`config.mk`:
```
export PLATFORM = sky130hd
export DESIGN_NAME = keypad_column_scanner
export DESIGN_NICKNAME = d
export VERILOG_FILES = /design/src/rtl/keypad_column_scanner.sv
export SDC_FILE = /design/constraint.sdc
export NUM_CORES = 1
export LEC_CHECK = 0
export ABC_AREA = 1
export ABC_CLOCK_PERIOD_IN_PS = 6350
export CAP_MARGIN = 20
export CORE_ASPECT_RATIO = 0.5
export CORE_MARGIN = 8
export CORE_UTILIZATION = 23
export CTS_BUF_LIST = sky130_fd_sc_hd__clkbuf_8
export DETAILED_ROUTE_END_ITERATION = 7
export PLACE_DENSITY = 0.44
export SLEW_MARGIN = 15
export SYNTH_ARGS = -nofsm -noshare
export SYNTH_HDL_FRONTEND = slang
export SYNTH_SLANG_ARGS = --single-unit
```
`constraint.sdc`:
```
create_clock -name clk -period 6.35 [get_ports clk]
set_clock_uncertainty 0.2 [all_clocks]
set_input_delay 1.5875 -clock clk [delete_from_list [all_inputs] [get_ports clk]]
set_output_delay 1.5875 -clock clk [all_outputs]
set_load 0.01 [all_outputs]
```
`src/rtl/keypad_column_scanner.sv`:
```
// +--------------------------------------------------------------------------+
// | keypad_column_scanner: 4x3 keypad column strobe, debounce and key report |
// | Rev 1.0                                                                  |
// +--------------------------------------------------------------------------+
`default_nettype none

module keypad_column_scanner #(
  parameter int SCAN_DIV = 1000,
  parameter int DEBOUNCE = 4
) (
  input  logic       clk,
  input  logic       rst_n,
  input  logic [3:0] R,
  output logic [2:0] C,
  output logic [3:0] N,
  output logic       V,
  input  logic       ack,
  output logic       ovr
);

  localparam int             DW          = (SCAN_DIV > 1) ? $clog2(SCAN_DIV) : 1;
  localparam logic [DW-1:0]  DWELL_LAST  = DW'(SCAN_DIV - 1);
  localparam logic [3:0]     DB_MAX      = 4'(DEBOUNCE);
  // Result codes above the key range mark empty and ambiguous scans
  localparam logic [3:0]     RES_NONE    = 4'd12;
  localparam logic [3:0]     RES_INVALID = 4'd13;

  typedef enum logic [0:0] {
    ST_RELEASED = 1'b0,
    ST_PRESSED  = 1'b1
  } state_e;

  logic [3:0]    meta_q, sync_q;
  logic [DW-1:0] dwell_q;
  logic [2:0]    col_q;
  logic [3:0]    samp0_q, samp1_q;
  logic [3:0]    cand_q, cnt_q;
  state_e        state_q;
  logic [3:0]    n_q;
  logic          v_q, ovr_q;

  logic          dwell_last, scan_end;
  logic [3:0]    res_d, cand_d, cnt_d;
  logic          is_key, qualified, event_d, release_d, accept, load, overrun;

  function automatic logic [1:0] row_of(input logic [3:0] r);
    logic [1:0] idx;
    idx = 2'd0;
    if (r[1]) idx = 2'd1;
    if (r[2]) idx = 2'd2;
    if (r[3]) idx = 2'd3;
    return idx;
  endfunction

  function automatic logic [3:0] key_code(input logic [1:0] row, input logic [1:0] col);
    logic [3:0] code;
    code = 4'd0;
    case ({row, col})
      4'b00_00: code = 4'd1;
      4'b00_01: code = 4'd2;
      4'b00_10: code = 4'd3;
      4'b01_00: code = 4'd4;
      4'b01_01: code = 4'd5;
      4'b01_10: code = 4'd6;
      4'b10_00: code = 4'd7;
      4'b10_01: code = 4'd8;
      4'b10_10: code = 4'd9;
      4'b11_00: code = 4'd10;
      4'b11_01: code = 4'd0;
      4'b11_10: code = 4'd11;
      default:  code = 4'd0;
    endcase
    return code;
  endfunction

  assign dwell_last = (dwell_q == DWELL_LAST);
  assign scan_end   = dwell_last && col_q[2];

  // Column 2 is judged from the live synchronized value on its last dwell cycle
  always_comb begin
    res_d = RES_INVALID;
    if (samp0_q == 4'd0 && samp1_q == 4'd0 && sync_q == 4'd0)
      res_d = RES_NONE;
    else if ($onehot(samp0_q) && samp1_q == 4'd0 && sync_q == 4'd0)
      res_d = key_code(row_of(samp0_q), 2'd0);
    else if (samp0_q == 4'd0 && $onehot(samp1_q) && sync_q == 4'd0)
      res_d = key_code(row_of(samp1_q), 2'd1);
    else if (samp0_q == 4'd0 && samp1_q == 4'd0 && $onehot(sync_q))
      res_d = key_code(row_of(sync_q), 2'd2);
  end

  always_comb begin
    cand_d = res_d;
    cnt_d  = 4'd1;
    if (res_d == cand_q) begin
      cand_d = cand_q;
      cnt_d  = (cnt_q >= DB_MAX) ? cnt_q : cnt_q + 4'd1;
    end
  end

  assign is_key    = (cand_d < RES_NONE);
  assign qualified = (cnt_d == DB_MAX);
  assign event_d   = scan_end && (state_q == ST_RELEASED) && is_key && qualified;
  assign release_d = scan_end && (state_q == ST_PRESSED) && !is_key && qualified;
  assign accept    = v_q && ack;
  assign load      = event_d && (!v_q || ack);
  assign overrun   = event_d && v_q && !ack;

  always_ff @(posedge clk or negedge rst_n) begin
    if (!rst_n) begin
      meta_q  <= 4'd0;
      sync_q  <= 4'd0;
      dwell_q <= '0;
      col_q   <= 3'b001;
      samp0_q <= 4'd0;
      samp1_q <= 4'd0;
      cand_q  <= 4'd0;
      cnt_q   <= 4'd0;
      state_q <= ST_RELEASED;
      n_q     <= 4'd0;
      v_q     <= 1'b0;
      ovr_q   <= 1'b0;
    end else begin
      meta_q <= R;
      sync_q <= meta_q;

      if (dwell_last) begin
        dwell_q <= '0;
        col_q   <= {col_q[1:0], col_q[2]};
        if (col_q[0]) samp0_q <= sync_q;
        if (col_q[1]) samp1_q <= sync_q;
      end else begin
        dwell_q <= dwell_q + 1'b1;
      end

      if (scan_end) begin
        cand_q <= cand_d;
        cnt_q  <= cnt_d;
        if (event_d)
          state_q <= ST_PRESSED;
        else if (release_d)
          state_q <= ST_RELEASED;
      end

      if (load) begin
        n_q <= cand_d;
        v_q <= 1'b1;
      end else if (accept) begin
        v_q <= 1'b0;
      end

      if (overrun)
        ovr_q <= 1'b1;
      else if (accept)
        ovr_q <= 1'b0;
    end
  end

  assign C   = col_q;
  assign N   = n_q;
  assign V   = v_q;
  assign ovr = ovr_q;

endmodule

`default_nettype wire
```
==> impl_results.html, run 1 <==
<table>
<tr><th>Metric</th><th>Value</th></tr>
<tr><th colspan="2">Die</th></tr>
<tr><td>Initial core utilization</td><td>between 20% and 30%</td></tr>
<tr><td>Die Outline Area</td><td>14500 um2</td></tr>
<tr><td>Std cell rows</td><td>26</td></tr>
<tr><td>DIE HEIGHT</td><td>roughly 90 um</td></tr>
<tr><td>Io pins</td><td>16</td></tr>
<tr><td>Horiz. Die Dim</td><td>~160 um</td></tr>
<tr><td>Core area</td><td>10300 um2</td></tr>
<tr><th colspan="2">Routing</th></tr>
<tr><td>Number of antenna-violating nets in the routed design</td><td>0</td></tr>
<tr><td>Vias after detailed routing</td><td>between 1.5k and 2k</td></tr>
<tr><td>Number of design-rule violations left by the first detailed-router iteration</td><td>between 80 and 90</td></tr>
<tr><td>Post-detailed-routing wire length</td><td>roughly 5 mm</td></tr>
<tr><td>Number of vias per cell</td><td>4.07</td></tr>
<tr><td>Number of remaining DRC errors</td><td>0</td></tr>
<tr><td>Average wire per cell in the routed design</td><td>roughly 11 um</td></tr>
<tr><td>TritonRoute pass-1 iters</td><td>4</td></tr>
<tr><th colspan="2">Synth</th></tr>
<tr><td>Syn avg cell area</td><td>between 8 and 9 um2</td></tr>
<tr><td>Mux share of post-synthesis cell area</td><td>less than 1%</td></tr>
<tr><td>Cell types occupying the most area after synthesis</td><td>sky130_fd_sc_hd__dfrtp_1 (43%), sky130_fd_sc_hd__nand2_1 (11%), sky130_fd_sc_hd__inv_1 (7.1%)</td></tr>
<tr><td>Synth Warn #</td><td>0</td></tr>
<tr><td>Xor/xnor cell area share of the yosys netlist</td><td>less than 1%</td></tr>
<tr><td>Main combinational cell family by area after synthesis</td><td>simple AND/OR/NAND/NOR gates</td></tr>
<tr><td>Adder and majority cell fraction of the synthesized area</td><td>between 8 and 9%</td></tr>
<tr><td>Cell types with the highest counts after synthesis</td><td>sky130_fd_sc_hd__nand2_1 (70), sky130_fd_sc_hd__inv_1 (47), sky130_fd_sc_hd__dfrtp_1 (43)</td></tr>
<tr><td>Share of Yosys cell area claimed by the top area cell type</td><td>43.5%</td></tr>
<tr><td>Cell with the most instances after synthesis</td><td>sky130_fd_sc_hd__nand2_1</td></tr>
<tr><td>Post-synth EDFFs</td><td>0</td></tr>
<tr><td>Async set or reset register ratio after synthesis</td><td>100%</td></tr>
<tr><td>Fraction of the mapped netlist area in compound gates</td><td>just over 7%</td></tr>
<tr><td>Number of synthesized register bits</td><td>44</td></tr>
<tr><td>Cell type contributing the most total cell area after synthesis</td><td>sky130_fd_sc_hd__dfrtp_1</td></tr>
<tr><td>Number of library cell types mapped by synthesis</td><td>33</td></tr>
<tr><td>Post-synthesis instance total</td><td>290</td></tr>
<tr><td>Register area share after synthesis</td><td>around 45%</td></tr>
<tr><td>Most used DFF post-synth</td><td>sky130_fd_sc_hd__dfrtp_1</td></tr>
<tr><td>Syn_nets</td><td>~310</td></tr>
<tr><td>Synthesized area</td><td>2470 um2</td></tr>
<tr><td>Post-synthesis simple-gate area fraction</td><td>just over 30%</td></tr>
<tr><th colspan="2">Place</th></tr>
<tr><td>Buffers added on ports</td><td>15</td></tr>
<tr><td>HPWL Detailed</td><td>around 3.9 mm</td></tr>
<tr><td>Placement-stage cell area</td><td>2800 um2</td></tr>
<tr><td>Inst Count DP</td><td>around 450</td></tr>
<tr><td>GP Congestion</td><td>around 0.77</td></tr>
<tr><th colspan="2">Timing</th></tr>
<tr><td>Post-route worst hold slack</td><td>approximately 0.15 ns</td></tr>
<tr><td>Worst-case headroom to the max-slew limit</td><td>a little over three fifths</td></tr>
<tr><td>Timing-limited maximum frequency</td><td>between 200 and 300 MHz</td></tr>
<tr><td>Share of the cycle needed by the critical path after routing</td><td>53.4%</td></tr>
<tr><td>Setup repair after global routing missed its margin</td><td>no</td></tr>
<tr><td>Max-slew violations</td><td>0</td></tr>
<tr><td>Clock period minus worst slack</td><td>between 3 and 4 ns</td></tr>
<tr><td>Total Neg Setup Slack</td><td>0 ns</td></tr>
<tr><td>Final setup fails</td><td>0</td></tr>
<tr><td>Measured slew at the worst slew-check pin</td><td>between 0.5 and 0.6 ns</td></tr>
<tr><td>Hold Vio Cnt, Final</td><td>0</td></tr>
<tr><th colspan="2">Clock network</th></tr>
<tr><td>Clock latency of the later-clocked register in the worst-skew pair</td><td>about 0.3 ns</td></tr>
<tr><td>H-tree levels</td><td>2</td></tr>
<tr><td>Clock Sinks</td><td>44</td></tr>
<tr><td>Deepest clock path buffer count</td><td>2</td></tr>
<tr><td>Clock slew at reported path FFs</td><td>~0.090 ns</td></tr>
<tr><td>TritonCTS clock tree</td><td>built</td></tr>
<tr><td>Root cell of the clock tree</td><td>sky130_fd_sc_hd__clkbuf_8</td></tr>
<tr><td>Post-cts repair resize count</td><td>0</td></tr>
<tr><td>Setup Fix Bufs, Post-CTS</td><td>0</td></tr>
<tr><td>Inserted Clock Buffers</td><td>5</td></tr>
<tr><td>Post-CTS Hold Fix Bufs</td><td>0</td></tr>
<tr><th colspan="2">Worst hold path</th></tr>
<tr><td>Classification of the worst-slack hold path</td><td>flop to flop</td></tr>
<tr><td>Min-Delay Path Depth</td><td>0</td></tr>
<tr><th colspan="2">Worst setup path</th></tr>
<tr><td>Timing endpoint of the critical path</td><td>N[2]</td></tr>
<tr><td>Data arrival time at the worst-slack endpoint</td><td>~3.4 ns</td></tr>
<tr><td>Origin of the critical flop-to-flop path</td><td>samp1_q[1]</td></tr>
<tr><td>Worst setup path start</td><td>samp1_q[1]</td></tr>
<tr><td>Critical path endpoint category</td><td>flop</td></tr>
<tr><td>Capture point of the worst reg-to-reg path</td><td>N[2]</td></tr>
<tr><td>Critical path startpoint category</td><td>flop</td></tr>
<tr><td>Critical setup path kind</td><td>flop to flop</td></tr>
<tr><td>Flop-to-flop setup slack</td><td>just under 3 ns</td></tr>
<tr><td>Largest driver fanout on the critical path</td><td>7</td></tr>
<tr><td>Required arrival time at the worst endpoint</td><td>about 6.3 ns</td></tr>
<tr><td>Length in cells of the worst reg-to-reg path</td><td>21</td></tr>
<tr><th colspan="2">GRT</th></tr>
<tr><td>Number of global-route vias before repair</td><td>around 1.8k</td></tr>
<tr><td>Gr usage total</td><td>7.36%</td></tr>
<tr><td>GR Overflow Total</td><td>0</td></tr>
<tr><td>Number of antenna violations at the first check in global routing</td><td>0</td></tr>
<tr><td>Pin count of the biggest net entering global routing</td><td>45</td></tr>
<tr><td>First-pass GRT wire length</td><td>roughly 8.5 mm</td></tr>
<tr><th colspan="2">Final layout</th></tr>
<tr><td>ANT cells</td><td>0</td></tr>
<tr><td>Area grow syn2layout</td><td>19.3%</td></tr>
<tr><td>Layout fillers</td><td>approximately 1.1k</td></tr>
<tr><td>Count of nets after finishing</td><td>roughly 340</td></tr>
<tr><td>Total non-filler cell area in the finished layout</td><td>roughly 3000 um2</td></tr>
<tr><td>Non-Filler Instances</td><td>~460</td></tr>
<tr><td>Final core utilization</td><td>between 20 and 30%</td></tr>
<tr><td>Fraction of layout instances using a drive strength above 1</td><td>around 16%</td></tr>
<tr><th colspan="2">Power</th></tr>
<tr><td>Power per cell area</td><td>~190 nW/um2</td></tr>
<tr><td>Max IR drop VDD</td><td>about 0.000076 V</td></tr>
<tr><td>Leakage power of the design</td><td>about 1.5 nW</td></tr>
<tr><td>Switching share of power</td><td>between 20% and 30%</td></tr>
<tr><td>Int Pwr</td><td>between 0.4 and 0.5 mW</td></tr>
<tr><td>Portion of total power attributed to combinational logic</td><td>7.7%</td></tr>
<tr><td>P_sw</td><td>between 0.1 and 0.15 mW</td></tr>
<tr><td>Clock power share</td><td>a little over 40%</td></tr>
<tr><td>Power share of the sequential group</td><td>50.9%</td></tr>
<tr><th colspan="2">Run</th></tr>
<tr><td>Number of maximum-capacitance constraint violations</td><td>0</td></tr>
<tr><th colspan="2">Status</th></tr>
<tr><td>Outcome</td><td>complete, no violations</td></tr>
</table>
==> worst min path at each step <==
stage	end	start
after global placement	sync_q[0]	meta_q[0]
after CTS	sync_q[0]	meta_q[0]
final	sync_q[2]	meta_q[2]
after floorplan	sync_q[0]	meta_q[0]
after global routing	sync_q[0]	meta_q[0]
after detailed placement	sync_q[0]	meta_q[0]
==> state kept, by name (all words and copies together), names as in the netlist, 3 cells and up <==
signal / cells
dwell_q: 10
N: 4
cand_q: 4
cnt_q: 4
meta_q: 4
samp0_q: 4
samp1_q: 4
sync_q: 4
C: 3
==> per-layer routing <==
metal  vias up  wire length [um]  GRT usage, %
met3         2               206          2.25
met5         -                 0             0
li1        968                 -             -
met1       861              2560          9.73
met2        21              2180          11.3
met4         0                40          2.48
==> stage by stage <==
| step | setup WS (ns) | power, mW |
|---|---|---|
| floorplan | 3.24 | 0.315 |
| global placement | 3.00 | 0.331 |
| detailed placement | 2.95 | 0.332 |
| CTS | 2.92 | 0.570 |
| global route | 2.68 | 0.588 |
| finish | 2.96 | 0.560 |
==> area by class of cell <==
| cell class | instances | area [um2] | share of cell area [%] |
|---|---|---|---|
| sequential | 44 | 1100 | 37.3 |
| timing repair buffer | 17 | 180 | 6.10 |
| clock buffer | 6 | 82.6 | 2.80 |
| tap | 140 | 175 | 5.93 |
| clock inverter | 2 | 38.8 | 1.31 |
| multi-input combinational | 191 | 1160 | 39.5 |
| inverter | 55 | 208 | 7.04 |
==> power by group through the flow <==
stage | Combinational, mW | Sequential [mW] | Clock, mW
floorplan | 0.0247 | 0.290 | 0
global placement | 0.0404 | 0.290 | 0
detailed placement | 0.0420 | 0.290 | 0
CTS | 0.0424 | 0.285 | 0.243
global route | 0.0500 | 0.285 | 0.253
finish | 0.0430 | 0.285 | 0.232
==> cells by family after synthesis <==
logic type	after synthesis
AO/OA/AOI/OAI	34
XOR/XNOR	2
adder cells (fa/ha/maj)	15
buffers and inverters	55
flip-flops	44
multiplexers	1
AND/OR/NAND/NOR	139
==> cell usage in the layout, fill, tap and decap left out, drive strengths merged <==
cell type	n
a31oi	1
clkbuf	6
o21a	1
o21bai	1
a211oi	1
nor3	6
o21ai	20
clkinv	2
dfstp	1
nand3	17
dfrtp	43
mux2i	1
xor2	2
fa	3
nand2	83
a21oi	10
buf	3
nand4	8
clkdlybuf4s50	14
nor4	2
ha	12
inv	54
nor2	21
bufinv	1
nor3b	1
nand3b	1
==> worst max-delay path, stage by stage, from the launching register on <==
cell and delay, ns:
sky130_fd_sc_hd__dfrtp_1 0.40, sky130_fd_sc_hd__inv_1 0.09, sky130_fd_sc_hd__fa_1 0.50, sky130_fd_sc_hd__inv_1 0.04, sky130_fd_sc_hd__ha_1 0.17, sky130_fd_sc_hd__ha_1 0.27, sky130_fd_sc_hd__inv_1 0.05, sky130_fd_sc_hd__nand2_1 0.05
sky130_fd_sc_hd__nor2_2 0.17, sky130_fd_sc_hd__nand2_1 0.08, sky130_fd_sc_hd__nor2_1 0.15, sky130_fd_sc_hd__o21ai_1 0.10, sky130_fd_sc_hd__nand2_1 0.08, sky130_fd_sc_hd__nand2_1 0.07, sky130_fd_sc_hd__nand2_1 0.06, sky130_fd_sc_hd__nand2_1 0.05
sky130_fd_sc_hd__nor2_2 0.14, sky130_fd_sc_hd__nand3_4 0.10, sky130_fd_sc_hd__nor3_4 0.23, sky130_fd_sc_hd__nand3_2 0.15, sky130_fd_sc_hd__nand2_1 0.09, sky130_fd_sc_hd__nand2_1 0.05
(Power assumes the default switching activity.)
==> inputs of run 2 (changes only) <==
--- a/config.mk
+++ b/config.mk
@@ -6,14 +6,14 @@
 export NUM_CORES = 1
 export LEC_CHECK = 0
 export ABC_AREA = 1
-export ABC_CLOCK_PERIOD_IN_PS = 6350
+export ABC_CLOCK_PERIOD_IN_PS = 3050
 export CAP_MARGIN = 20
 export CORE_ASPECT_RATIO = 0.5
 export CORE_MARGIN = 8
 export CORE_UTILIZATION = 23
 export CTS_BUF_LIST = sky130_fd_sc_hd__clkbuf_8
 export DETAILED_ROUTE_END_ITERATION = 7
-export PLACE_DENSITY = 0.44
+export PLACE_DENSITY = 0.45
 export SLEW_MARGIN = 15
 export SYNTH_ARGS = -nofsm -noshare
 export SYNTH_HDL_FRONTEND = slang
==> constraint.sdc (replaced) <==
create_clock -name clk -period 3.05 [get_ports clk]
set_clock_uncertainty 0.2 [all_clocks]
set_input_delay 0.7625 -clock clk [delete_from_list [all_inputs] [get_ports clk]]
set_output_delay 0.7625 -clock clk [all_outputs]
set_load 0.01 [all_outputs]
==> impl_results.html, run 2 (same netlist as run 1, synthesis figures left out) <==
<table>
<tr><th>Metric</th><th>Value</th></tr>
<tr><th colspan="2">Status</th></tr>
<tr><td>Outcome</td><td>finished, violations left</td></tr>
<tr><td>Violations in the final reports</td><td>negative setup slack</td></tr>
<tr><th colspan="2">Final layout</th></tr>
<tr><td>Most common library cell in the layout ignoring fill and taps</td><td>sky130_fd_sc_hd__nand2_1</td></tr>
<tr><td>Register bank with the most flops</td><td>dwell_q</td></tr>
<tr><td>Register area</td><td>1100 um2 (unchanged)</td></tr>
<tr><td>Area grow syn2layout</td><td>39.0%</td></tr>
<tr><td>Final core utilization</td><td>33.2% (+4.7 points)</td></tr>
<tr><td>Non-Filler Instances</td><td>498 (+9.5%)</td></tr>
<tr><td>Total non-filler cell area in the finished layout</td><td>3440 um2 (+17%)</td></tr>
<tr><td>Multi-input logic area</td><td>1350 um2 (+16%)</td></tr>
<tr><td>Layout fillers</td><td>1089 (-1.0%)</td></tr>
<tr><td>Max reg flops</td><td>10 (unchanged)</td></tr>
<tr><td>Fraction of layout instances using a drive strength above 1</td><td>38.3% (+22 points)</td></tr>
<tr><td>ANT cells</td><td>0 (unchanged)</td></tr>
<tr><td>Count of nets after finishing</td><td>379 (+13%)</td></tr>
<tr><td>Most frequent cells in the layout</td><td>sky130_fd_sc_hd__nand2_1 (53), sky130_fd_sc_hd__dfrtp_1 (43), sky130_fd_sc_hd__buf_4 (42)</td></tr>
<tr><th colspan="2">Routing</th></tr>
<tr><td>Vias after detailed routing</td><td>2010 (+8.5%)</td></tr>
<tr><td>Number of vias per cell</td><td>4.04 (-0.84%)</td></tr>
<tr><td>Post-detailed-routing wire length</td><td>5.55 mm (+11%)</td></tr>
<tr><td>Number of design-rule violations left by the first detailed-router iteration</td><td>39 (-52%)</td></tr>
<tr><td>Number of antenna-violating nets in the routed design</td><td>0 (unchanged)</td></tr>
<tr><td>Average wire per cell in the routed design</td><td>11.1 um (+1.7%)</td></tr>
<tr><td>Number of remaining DRC errors</td><td>0 (unchanged)</td></tr>
<tr><td>TritonRoute pass-1 iters</td><td>4 (unchanged)</td></tr>
<tr><th colspan="2">Clock network</th></tr>
<tr><td>Root cell of the clock tree</td><td>sky130_fd_sc_hd__clkbuf_8</td></tr>
<tr><td>Inserted Clock Buffers</td><td>5 (unchanged)</td></tr>
<tr><td>Deepest clock path buffer count</td><td>2 (unchanged)</td></tr>
<tr><td>H-tree levels</td><td>2 (unchanged)</td></tr>
<tr><td>Clock Sinks</td><td>44 (unchanged)</td></tr>
<tr><td>Clock latency of the later-clocked register in the worst-skew pair</td><td>0.30 ns (about the same)</td></tr>
<tr><td>Clock slew at reported path FFs</td><td>0.09 ns (about the same)</td></tr>
<tr><td>TritonCTS clock tree</td><td>built</td></tr>
<tr><th colspan="2">GRT</th></tr>
<tr><td>First-pass GRT wire length</td><td>9.18 mm (+7.6%)</td></tr>
<tr><td>GR Overflow Total</td><td>0 (unchanged)</td></tr>
<tr><td>Number of antenna violations at the first check in global routing</td><td>0 (unchanged)</td></tr>
<tr><td>Gr usage total</td><td>7.83% (+0.47 points)</td></tr>
<tr><td>Pin count of the biggest net entering global routing</td><td>35 (-22%)</td></tr>
<tr><td>Number of global-route vias before repair</td><td>2012 (+9.3%)</td></tr>
<tr><th colspan="2">Die</th></tr>
<tr><td>Horiz. Die Dim</td><td>163 um (unchanged)</td></tr>
<tr><td>Std cell rows</td><td>26 (unchanged)</td></tr>
<tr><td>Initial core utilization</td><td>23.9% (unchanged)</td></tr>
<tr><td>Io pins</td><td>16 (unchanged)</td></tr>
<tr><td>DIE HEIGHT</td><td>89.4 um (unchanged)</td></tr>
<tr><td>Core area</td><td>10300 um2 (unchanged)</td></tr>
<tr><td>Die Outline Area</td><td>14500 um2 (unchanged)</td></tr>
<tr><th colspan="2">Timing</th></tr>
<tr><td>Timing-limited maximum frequency</td><td>306 MHz (+3.9%)</td></tr>
<tr><td>Clock period minus worst slack</td><td>3.26 ns (-0.128 ns)</td></tr>
<tr><td>Least setup slack across all paths after layout</td><td>-0.214 ns (-3.17 ns)</td></tr>
<tr><td>Worst-case headroom to the max-slew limit</td><td>70.6% (+7.7 points)</td></tr>
<tr><td>Max-slew violations</td><td>0 (unchanged)</td></tr>
<tr><td>Measured slew at the worst slew-check pin</td><td>0.440 ns (-0.116 ns)</td></tr>
<tr><td>Final setup fails</td><td>9 (+9)</td></tr>
<tr><td>Hold Vio Cnt, Final</td><td>0 (unchanged)</td></tr>
<tr><td>Total Neg Setup Slack</td><td>-1.25 ns (-1.25 ns)</td></tr>
<tr><td>Post-route worst hold slack</td><td>0.113 ns (-0.0413 ns)</td></tr>
<tr><td>Setup repair after global routing missed its margin</td><td>yes</td></tr>
<tr><td>Share of the cycle needed by the critical path after routing</td><td>107% (+54 points)</td></tr>
<tr><th colspan="2">Place</th></tr>
<tr><td>Inst Count DP</td><td>473 (+6.1%)</td></tr>
<tr><td>Buffers added on ports</td><td>15 (unchanged)</td></tr>
<tr><td>GP Congestion</td><td>0.825 (+6.7%)</td></tr>
<tr><td>Placement-stage cell area</td><td>3040 um2 (+8.3%)</td></tr>
<tr><td>HPWL Detailed</td><td>4.08 mm (+5.2%)</td></tr>
<tr><th colspan="2">Worst setup path</th></tr>
<tr><td>Flop-to-flop setup slack</td><td>-0.21 ns (-3.17 ns)</td></tr>
<tr><td>Worst setup path start</td><td>samp1_q[1]</td></tr>
<tr><td>Critical path endpoint category</td><td>flop</td></tr>
<tr><td>Largest driver fanout on the critical path</td><td>5 (-2)</td></tr>
<tr><td>Required arrival time at the worst endpoint</td><td>3.09 ns (-3.25 ns)</td></tr>
<tr><td>Length in cells of the worst reg-to-reg path</td><td>22 (+4.8%)</td></tr>
<tr><td>Critical setup path kind</td><td>flop to flop</td></tr>
<tr><td>Critical path startpoint category</td><td>flop</td></tr>
<tr><td>Origin of the critical flop-to-flop path</td><td>samp1_q[1]</td></tr>
<tr><td>Data arrival time at the worst-slack endpoint</td><td>3.31 ns (-0.08 ns)</td></tr>
<tr><td>Capture point of the worst reg-to-reg path</td><td>N[0]</td></tr>
<tr><th colspan="2">Power</th></tr>
<tr><td>Leakage power of the design</td><td>1.67 nW (+14%)</td></tr>
<tr><td>Max IR drop VDD</td><td>0.000186 V (+140%)</td></tr>
<tr><td>Power per cell area</td><td>344 nW/um2 (+81%)</td></tr>
<tr><th colspan="2">Worst hold path</th></tr>
<tr><td>Classification of the worst-slack hold path</td><td>primary input to asynchronous set/reset pin</td></tr>
<tr><th colspan="2">Run</th></tr>
<tr><td>Number of maximum-capacitance constraint violations</td><td>0 (unchanged)</td></tr>
</table>
-- run 2: report_power, final --
| part | total [mW] | internal, mW | leakage, nW | switching (mW) |
|---|---|---|---|---|
| clock | 0.455 | 0.243 | 0.0541 | 0.213 |
| sequential | 0.592 | 0.589 | 0.577 | 0.00317 |
| combinational | 0.136 | 0.0614 | 1.04 | 0.0748 |
| total | 1.18 | 0.893 | 1.67 | 0.291 |
-- run 2: area by class of cell --
class,count,share of cell area [%]
multi-input combinational,191,39.1
clock buffer,5,2.00
timing repair buffer,60,14.4
inverter,55,6.11
sequential,44,32.0
clock inverter,3,1.24
tap,140,5.09
-- run 2: routing by layer --
metal | global-route usage, % | share of wire [%] | vias up
met3 | 1.38 | 1.4 | 5
met2 | 14.2 | 49 | 11
met1 | 9.23 | 49 | 948
met4 | 2.98 | 1.2 | 0
met5 | 0 | 0 | -
li1 | - | - | 1046
-- run 2: through the flow --
step	setup slack, ns	power, mW
floorplan	0.0145	0.656
finish	-0.214	1.18
CTS	-0.128	1.18
detailed placement	-0.224	0.709
global route	-0.421	1.24
global placement	-0.144	0.708
-- run 2: how the worst max path moves through the flow --
stage	to	slack (ns)	cells after the start
floorplan	N[1]	0.01	21
global placement	N[1]	-0.14	21
detailed placement	N[0]	-0.22	21
CTS	N[0]	-0.13	21
global route	N[2]	-0.42	22
finish	N[0]	-0.21	22
-- run 2: repair_timing --
item | CTS | global route
gates resized for setup | 13 | 37
pin swaps | 6 | 30
buffers inserted | 6 | 11
setup endpoints to repair | 11 | 12
hold buffers | 0 | 0
gates cloned | 0 | 0
-- run 2: critical path, cell delays in order, from the launching register on --
cell	delay, ns
sky130_fd_sc_hd__dfrtp_1	0.36
sky130_fd_sc_hd__inv_2	0.05
sky130_fd_sc_hd__fa_1	0.54
sky130_fd_sc_hd__inv_2	0.05
sky130_fd_sc_hd__ha_4	0.15
sky130_fd_sc_hd__ha_4	0.20
sky130_fd_sc_hd__inv_2	0.04
sky130_fd_sc_hd__nand2_2	0.05
sky130_fd_sc_hd__nor2_4	0.13
sky130_fd_sc_hd__buf_6	0.13
sky130_fd_sc_hd__nand3_4	0.08
sky130_fd_sc_hd__nand2_2	0.09
sky130_fd_sc_hd__inv_2	0.03
sky130_fd_sc_hd__nand2_2	0.07
sky130_fd_sc_hd__nand2_2	0.07
sky130_fd_sc_hd__nand2_2	0.07
sky130_fd_sc_hd__nand2_2	0.06
sky130_fd_sc_hd__nor2_4	0.14
sky130_fd_sc_hd__nand3_4	0.11
sky130_fd_sc_hd__nor3_4	0.24
sky130_fd_sc_hd__buf_4	0.17
sky130_fd_sc_hd__nand4_1	0.08
sky130_fd_sc_hd__nand2_1	0.09
